`src/rtl/roberto_pkg.sv`:
```
// rtl/roberto_pkg.sv - shared constants, FSM state type and decimal split helper for roberto
package roberto_pkg;

   localparam int CLOCKS_PER_BIT = 434;
   localparam int CLOCKS_PER_CM  = 2941;
   localparam int TRIGGER_CYCLES = 500;
   localparam int TIMEOUT_CYCLES = 1_500_000;

   localparam logic [6:0] ASCII_ZERO  = 7'h30;
   localparam logic [6:0] ASCII_COMMA = 7'h2C;
   localparam logic [6:0] ASCII_HASH  = 7'h23;
   localparam logic [9:0] DIST_MAX    = 10'd999;

   typedef enum logic [2:0] {
      ST_IDLE,
      ST_TRIGGER,
      ST_MEASURE,
      ST_TRANSMIT,
      ST_DONE
   } state_t;

   // Splits 0..999 into three ASCII digits {hundreds, tens, ones} with a compare chain.
   function automatic logic [20:0] dec3(input logic [9:0] v);
      logic [3:0] h;
      logic [3:0] t;
      logic [9:0] r;
      h = '0;
      t = '0;
      for (int i = 1; i < 10; i++) begin
         if (v >= 10'(i * 100)) h = 4'(i);
      end
      r = v - 10'(h) * 10'd100;
      for (int i = 1; i < 10; i++) begin
         if (r >= 10'(i * 10)) t = 4'(i);
      end
      r = r - 10'(t) * 10'd10;
      return {ASCII_ZERO + 7'(h), ASCII_ZERO + 7'(t), ASCII_ZERO + 7'(r)};
   endfunction

endpackage

```
`src/rtl/roberto_sonar_channel.sv`:
```
// rtl/roberto_sonar_channel.sv - one ultrasonic channel: echo sync, timeout, rounded cm counter
module roberto_sonar_channel
   import roberto_pkg::*;
#(
   parameter int CLOCKS_PER_CM  = roberto_pkg::CLOCKS_PER_CM,
   parameter int TIMEOUT_CYCLES = roberto_pkg::TIMEOUT_CYCLES
)(
   input  logic       clock,
   input  logic       reset,
   input  logic       i_clear,
   input  logic       i_run,
   input  logic       i_echo,
   output logic       o_done,
   output logic [9:0] o_distance
);

   localparam int SW = $clog2(CLOCKS_PER_CM);
   localparam int TW = $clog2(TIMEOUT_CYCLES + 1);

   logic [1:0]    r_echo_sync;
   logic          r_counting;
   logic [SW-1:0] r_sub;
   logic [9:0]    r_cm;
   logic [TW-1:0] r_timer;
   logic          r_done;
   logic [9:0]    r_dist;
   logic          w_echo;
   logic          w_wrap;

   assign w_echo = r_echo_sync[1];
   assign w_wrap = (r_sub == SW'(CLOCKS_PER_CM - 1));

   // Sub-counter starts at half a centimetre so the cm count rounds to nearest.
   always_ff @(posedge clock) begin
      if (reset) begin
         r_echo_sync <= '0;
         r_counting  <= 1'b0;
         r_sub       <= '0;
         r_cm        <= '0;
         r_timer     <= '0;
         r_done      <= 1'b0;
         r_dist      <= '0;
      end else begin
         r_echo_sync <= {r_echo_sync[0], i_echo};
         if (i_clear) begin
            r_counting <= 1'b0;
            r_sub      <= SW'(CLOCKS_PER_CM / 2);
            r_cm       <= '0;
            r_timer    <= '0;
            r_done     <= 1'b0;
         end else if (i_run && !r_done) begin
            r_timer <= r_timer + 1'b1;
            if (r_timer == TW'(TIMEOUT_CYCLES - 1)) begin
               r_done <= 1'b1;
               r_dist <= DIST_MAX;
            end else if (w_echo) begin
               r_counting <= 1'b1;
               if (w_wrap) begin
                  r_sub <= '0;
                  if (r_cm != 10'd1000) r_cm <= r_cm + 10'd1;
               end else begin
                  r_sub <= r_sub + 1'b1;
               end
            end else if (r_counting) begin
               r_done <= 1'b1;
               r_dist <= (r_cm > DIST_MAX) ? DIST_MAX : r_cm;
            end
         end
      end
   end

   assign o_done     = r_done;
   assign o_distance = r_dist;

endmodule

```
`src/rtl/roberto.sv`:
```
// rtl/roberto.sv - three-channel sonar ranging controller with 7O1 UART report and terminator receiver
module roberto
   import roberto_pkg::*;
#(
   parameter int CLOCKS_PER_BIT = roberto_pkg::CLOCKS_PER_BIT,
   parameter int CLOCKS_PER_CM  = roberto_pkg::CLOCKS_PER_CM,
   parameter int TRIGGER_CYCLES = roberto_pkg::TRIGGER_CYCLES,
   parameter int TIMEOUT_CYCLES = roberto_pkg::TIMEOUT_CYCLES
)(
   input  logic clock,
   input  logic reset,
   input  logic ligar,
   input  logic echo1,
   input  logic echo2,
   input  logic echo3,
   input  logic RX,
   output logic trigger1,
   output logic trigger2,
   output logic trigger3,
   output logic saida_serial,
   output logic pronto
);

   localparam int TCW = $clog2(TRIGGER_CYCLES);
   localparam int BCW = $clog2(CLOCKS_PER_BIT);

   state_t         r_state;
   state_t         w_state_next;
   logic [TCW-1:0] r_trig_cnt;
   logic           w_trig_last;
   logic           w_trigger;
   logic           w_pronto;
   logic           w_clear;
   logic           w_run;
   logic [2:0]     w_done;
   logic           w_all_done;
   logic [9:0]     w_dist1;
   logic [9:0]     w_dist2;
   logic [9:0]     w_dist3;
   logic [20:0]    w_dec1;
   logic [20:0]    w_dec2;
   logic [20:0]    w_dec3;

   logic [9:0]     r_tx_shift;
   logic [BCW-1:0] r_tx_clk;
   logic [3:0]     r_tx_bit;
   logic [3:0]     r_tx_idx;
   logic [3:0]     w_char_idx;
   logic [6:0]     w_char;
   logic           w_bit_end;
   logic           w_char_end;
   logic           w_tx_load;
   logic           w_tx_last;

   logic [2:0]     r_rx_sync;
   logic           r_rx_busy;
   logic [BCW-1:0] r_rx_cnt;
   logic [3:0]     r_rx_bitn;
   logic [7:0]     r_rx_bits;
   logic [6:0]     r_term;
   logic           w_rx;
   logic           w_rx_fall;

   always_ff @(posedge clock) begin
      if (reset) r_state <= ST_IDLE;
      else       r_state <= w_state_next;
   end

   always_comb begin
      w_state_next = r_state;
      case (r_state)
         ST_IDLE, ST_DONE: if (ligar)       w_state_next = ST_TRIGGER;
         ST_TRIGGER:       if (w_trig_last) w_state_next = ST_MEASURE;
         ST_MEASURE:       if (w_all_done)  w_state_next = ST_TRANSMIT;
         ST_TRANSMIT:      if (w_tx_last)   w_state_next = ST_DONE;
         default:                           w_state_next = ST_IDLE;
      endcase
   end

   always_comb begin
      w_trigger = (r_state == ST_TRIGGER);
      w_pronto  = (r_state == ST_DONE);
      w_clear   = (r_state == ST_TRIGGER);
      w_run     = (r_state == ST_MEASURE);
   end

   assign trigger1 = w_trigger;
   assign trigger2 = w_trigger;
   assign trigger3 = w_trigger;
   assign pronto   = w_pronto;

   always_ff @(posedge clock) begin
      if (reset)                     r_trig_cnt <= '0;
      else if (r_state == ST_TRIGGER) r_trig_cnt <= r_trig_cnt + 1'b1;
      else                           r_trig_cnt <= '0;
   end
   assign w_trig_last = (r_state == ST_TRIGGER) && (r_trig_cnt == TCW'(TRIGGER_CYCLES - 1));

   roberto_sonar_channel #(.CLOCKS_PER_CM(CLOCKS_PER_CM), .TIMEOUT_CYCLES(TIMEOUT_CYCLES)) u_ch1 (
      .clock(clock), .reset(reset), .i_clear(w_clear), .i_run(w_run), .i_echo(echo1),
      .o_done(w_done[0]), .o_distance(w_dist1));
   roberto_sonar_channel #(.CLOCKS_PER_CM(CLOCKS_PER_CM), .TIMEOUT_CYCLES(TIMEOUT_CYCLES)) u_ch2 (
      .clock(clock), .reset(reset), .i_clear(w_clear), .i_run(w_run), .i_echo(echo2),
      .o_done(w_done[1]), .o_distance(w_dist2));
   roberto_sonar_channel #(.CLOCKS_PER_CM(CLOCKS_PER_CM), .TIMEOUT_CYCLES(TIMEOUT_CYCLES)) u_ch3 (
      .clock(clock), .reset(reset), .i_clear(w_clear), .i_run(w_run), .i_echo(echo3),
      .o_done(w_done[2]), .o_distance(w_dist3));

   assign w_all_done = &w_done;
   assign w_dec1     = dec3(w_dist1);
   assign w_dec2     = dec3(w_dist2);
   assign w_dec3     = dec3(w_dist3);

   // Index of the character loaded at the next load strobe; the terminator is read live here.
   assign w_char_idx = (r_state == ST_MEASURE) ? 4'd0 : r_tx_idx + 4'd1;

   always_comb begin
      w_char = ASCII_COMMA;
      case (w_char_idx)
         4'd0:    w_char = w_dec1[20:14];
         4'd1:    w_char = w_dec1[13:7];
         4'd2:    w_char = w_dec1[6:0];
         4'd4:    w_char = w_dec2[20:14];
         4'd5:    w_char = w_dec2[13:7];
         4'd6:    w_char = w_dec2[6:0];
         4'd8:    w_char = w_dec3[20:14];
         4'd9:    w_char = w_dec3[13:7];
         4'd10:   w_char = w_dec3[6:0];
         4'd11:   w_char = r_term;
         default: w_char = ASCII_COMMA;
      endcase
   end

   assign w_bit_end  = (r_tx_clk == BCW'(CLOCKS_PER_BIT - 1));
   assign w_char_end = (r_state == ST_TRANSMIT) && w_bit_end && (r_tx_bit == 4'd9);
   assign w_tx_load  = ((r_state == ST_MEASURE) && w_all_done) || (w_char_end && (r_tx_idx != 4'd11));
   assign w_tx_last  = w_char_end && (r_tx_idx == 4'd11);

   // Shift register bit 0 drives the line; ones fill in behind so it rests idle-high.
   always_ff @(posedge clock) begin
      if (reset) begin
         r_tx_shift <= '1;
         r_tx_clk   <= '0;
         r_tx_bit   <= '0;
         r_tx_idx   <= '0;
      end else if (w_tx_load) begin
         r_tx_shift <= {1'b1, ~^w_char, w_char, 1'b0};
         r_tx_clk   <= '0;
         r_tx_bit   <= '0;
         r_tx_idx   <= w_char_idx;
      end else if (r_state == ST_TRANSMIT) begin
         if (w_bit_end) begin
            r_tx_clk   <= '0;
            r_tx_bit   <= r_tx_bit + 4'd1;
            r_tx_shift <= {1'b1, r_tx_shift[9:1]};
         end else begin
            r_tx_clk <= r_tx_clk + 1'b1;
         end
      end
   end
   assign saida_serial = r_tx_shift[0];

   assign w_rx      = r_rx_sync[1];
   assign w_rx_fall = r_rx_sync[2] & ~r_rx_sync[1];

   always_ff @(posedge clock) begin
      if (reset) begin
         r_rx_sync <= 3'b111;
         r_rx_busy <= 1'b0;
         r_rx_cnt  <= '0;
         r_rx_bitn <= '0;
         r_rx_bits <= '0;
         r_term    <= ASCII_HASH;
      end else begin
         r_rx_sync <= {r_rx_sync[1:0], RX};
         if (!r_rx_busy) begin
            if (w_rx_fall) begin
               r_rx_busy <= 1'b1;
               r_rx_cnt  <= '0;
               r_rx_bitn <= '0;
            end
         end else if (r_rx_bitn == 4'd0) begin
            if (r_rx_cnt == BCW'(CLOCKS_PER_BIT / 2 - 1)) begin
               r_rx_cnt <= '0;
               if (!w_rx) r_rx_bitn <= 4'd1;
               else       r_rx_busy <= 1'b0;
            end else begin
               r_rx_cnt <= r_rx_cnt + 1'b1;
            end
         end else if (r_rx_cnt == BCW'(CLOCKS_PER_BIT - 1)) begin
            r_rx_cnt <= '0;
            if (r_rx_bitn == 4'd9) begin
               r_rx_busy <= 1'b0;
               if (w_rx && (r_rx_bits[7] == ~^r_rx_bits[6:0])) r_term <= r_rx_bits[6:0];
            end else begin
               r_rx_bits <= {w_rx, r_rx_bits[7:1]};
               r_rx_bitn <= r_rx_bitn + 4'd1;
            end
         end else begin
            r_rx_cnt <= r_rx_cnt + 1'b1;
         end
      end
   end

endmodule

```
`config.mk`:
```
export PLATFORM = sky130hd
export DESIGN_NAME = roberto
export DESIGN_NICKNAME = d
export VERILOG_FILES = /design/src/rtl/roberto_pkg.sv /design/src/rtl/roberto_sonar_channel.sv /design/src/rtl/roberto.sv
export SDC_FILE = /design/constraint.sdc
export NUM_CORES = 1
export LEC_CHECK = 0
export CORE_MARGIN = 5
export CORE_UTILIZATION = 65
export DETAILED_ROUTE_END_ITERATION = 6
export MAX_ROUTING_LAYER = met4
export PLACE_DENSITY = 0.79
export SYNTH_ARGS = -nofsm -noshare
export SYNTH_HDL_FRONTEND = slang
export SYNTH_SLANG_ARGS = --single-unit
```
`constraint.sdc`:
```
create_clock -name clock -period 22.4 [get_ports clock]
set_clock_uncertainty 0.1 [all_clocks]
set_input_delay 2.24 -clock clock [delete_from_list [all_inputs] [get_ports clock]]
set_output_delay 2.24 -clock clock [all_outputs]
set_load 0.05 [all_outputs]
```
==> results.cfg <==
[outcome]
status = complete, no violations

[final_layout]
nets = 1961
drive_above_1_share = 0.0522
syn_to_final_growth_pct = 7.38
utilization = 0.713
n_fill_cell = 1844
stdcell_count = 2144
n_antenna_cell = 0

[floorplan]
coreArea_um2 = 22700
rows = 55
dieHeight_um = 162
floorplan.die_area_um2 = 26300
initial_core_util = 0.664
io_pins = 12
fp.dieW_um = 162

[power]
pwr-share-comb = 0.055
swShare = 0.232
power_density_nw_per_um2 = 56.7
p_clk_frac = 0.460
ir_worst_vdd_mv = 0.0632
p_int_w = 0.000704
p_leak_nw = 6.36
switchingPower_w = 0.000213
p_seq_frac = 0.485

[worst_setup_path]
cpPeakStageDelay_ps = 480
crit_path_frequent_cell = ha_1
crit_path_max_fanout = 10
critPathArrivalTime_ps = 8460
end_kind = register
timing.critical_path.buf_inv = 2
start_kind = register
crit_slowest_cell = or3b_2
path_class = register to register
cp.required_ps = 22770
cp_top_family = compound AO/OA/AOI/OAI gates

[grt]
grt_max_degree = 102
grt_usage = 0.249
first_global_vias = 12000
grt-ovfl-total = 0
grt_pass1_wl_um = 55600
antenna_found_initial = 0

[sta]
rsz0062_at_grt = false
finalHoldViolations = 0
slew_viol_final = 0
max_slew_margin = 0.307
worst_pin_slew_ps = 1040
fin_ws_ps = 14310
setup_viol = 0
finalCritPeriodShare = 0.361
period_needed_ps = 8090
tns_ps = 0
max_freq_mhz = 124

[cts]
cts_buffer_depth = 3
cts_tree = done
cts_setup_buffers = 0
cts_buffers = 26
cts.sinks = 241
insertion_delay_ps = 540
hold_buffers = 0
cts.root.buffer_cell = clkbuf_16
path_clk_slew_ps = 60
cts_max_level = 1
ctsResizeCount = 0

[detailed_routing]
finalWirelength_um = 32400
ant_nets = 0
wl_per_cell_um = 15.1
first_pass_iters = 5
routed-via-count = 12900
drc = 0
drtIter0Drc = 876
avgViaCountPerCell = 6.02

[logic_synthesis]
ys_seq_area_frac = 0.320
synthTopCellsByCount = nor2_1 (274), dfxtp_1 (241), nand2_1 (130)
synth_cells = 1861
synth_compound_area_frac = 0.162
synth.top_cell.area_share = 0.320
synth_top_family_by_area = simple AND/OR/NAND/NOR gates
avgSynthCellArea_um2 = 8.10
synth_edf_count = 0
synth.area.top_cells = dfxtp_1 (32%), ha_1 (8.5%), nor2_1 (6.8%)
synth_fa_ha_area_frac = 0.103
synth_ff_type = dfxtp_1
synth_xor_xnor_area_share = 0.0990
syn-num-nets = 1982
ys.warnings.count = 0
synthMuxAreaShare = 0.0203
synthArstFlopShare = 0
synthSimpleGateAreaFrac = 0.248
synth-seq-cells = 241
yosysUniqueCellTypes = 87
synth_most_common_cell = nor2_1
yosys.area.top_type = dfxtp_1
netlist_area_um2 = 15100

[placement]
globalplace.congestion = 0.933
pre_cts_slack_ps = 14450
numPortBuffers = 11
hpwl_um = 23200
placed_cells = 2097

[flow_run]
drv_cap = 0

[worst_hold_path]
hold_class = register to register
per-stage QoR:
step           total power (W)  instance area (µm²)  hold WS (ps)
2_1_floorplan         0.000491                15100           289
3_3_place_gp          0.000503                15300           297
3_5_place_dp          0.000504                15300           304
4_1_cts               0.000925                16200           317
5_1_grt               0.000953                16200           327
6_report              0.000917                16200           312
worst register-to-register path, delay by kind of cell, from the launching register on:
family	cells	cell delay, ps
fa+ha+maj	7	2260
flops	1	420
mux	1	200
simple gates	5	1610
xor+xnor	3	890
compound gates	10	2430
buf+inv	2	110
metal layers:
layer / vias up / global-route usage / share of wire
li1: 6509 / - / -
met1: 6035 / 0.326 / 0.46
met2: 294 / 0.411 / 0.47
met3: 65 / 0.0302 / 0.042
met4: 0 / 0.0684 / 0.023
met5: - / - / 0
worst paths after layout:
path                                          start       endpoint  slack, ps  depth (start not counted)
worst max-delay path            u_ch1.o_distance[5]  r_tx_shift[8]      14310                         28
worst min-delay path                   r_rx_sync[0]   r_rx_sync[1]        310                          1
worst max register to register  u_ch1.o_distance[5]  r_tx_shift[8]      14310                         28
worst min register to register         r_rx_sync[0]   r_rx_sync[1]        310                          1
sequential cells by signal (all words and copies together), names as in the netlist, 10 cells and up:
| signal | cells |
|---|---|
| u_ch2.r_cm | 10 |
| u_ch2.r_sub | 12 |
| u_ch1.r_sub | 12 |
| u_ch3.r_cm | 10 |
| u_ch3.r_sub | 12 |
| u_ch1.r_timer | 21 |
| u_ch3.o_distance | 10 |
| u_ch3.r_timer | 21 |
| u_ch2.r_timer | 21 |
| u_ch1.r_cm | 10 |
| u_ch2.o_distance | 10 |
| u_ch1.o_distance | 10 |
area by class of cell:
class	instances	area, µm²	area share
inverters	115	432	0.0267
well taps	285	357	0.0220
clock inverters	11	119	0.00734
clock buffers	36	728	0.0450
flip-flops and latches	241	4820	0.298
repair buffers	20	175	0.0108
multi-input cells	1436	9550	0.590
kinds of logic after synthesis:
family                     count (synthesis)
and+or+nand+nor                          760
AOI/OAI and AO/OA                        364
DFF                                      241
buffers and inverters                    184
xor gates and xnor gates                 164
adders and majority gates                118
muxes                                     30
cell usage in the layout, fill, tap and decap left out, types with 21 or more instances in the layout:
cell type	count
ha_1	102
nand4_1	46
nor3_1	22
dfxtp_1	241
xnor2_1	64
nor2_1	274
or3_1	28
nand3_1	79
xor2_1	96
a21o_1	26
a21oi_1	109
mux2i_1	25
inv_1	115
nand2b_1	22
and3_1	42
nor2b_1	21
a211oi_1	28
nand2_1	130
o21ai_0	68
clkbuf_16	26
power groups by stage:
stage,sequential [W],combinational [W],clock (W)
2_1_floorplan,0.000452,0.0000389,0
3_3_place_gp,0.000454,0.0000491,0
3_5_place_dp,0.000454,0.0000501,0
4_1_cts,0.000445,0.0000506,0.000430
5_1_grt,0.000446,0.0000563,0.000450
6_report,0.000445,0.0000504,0.000421
(Power assumes the default switching activity.)
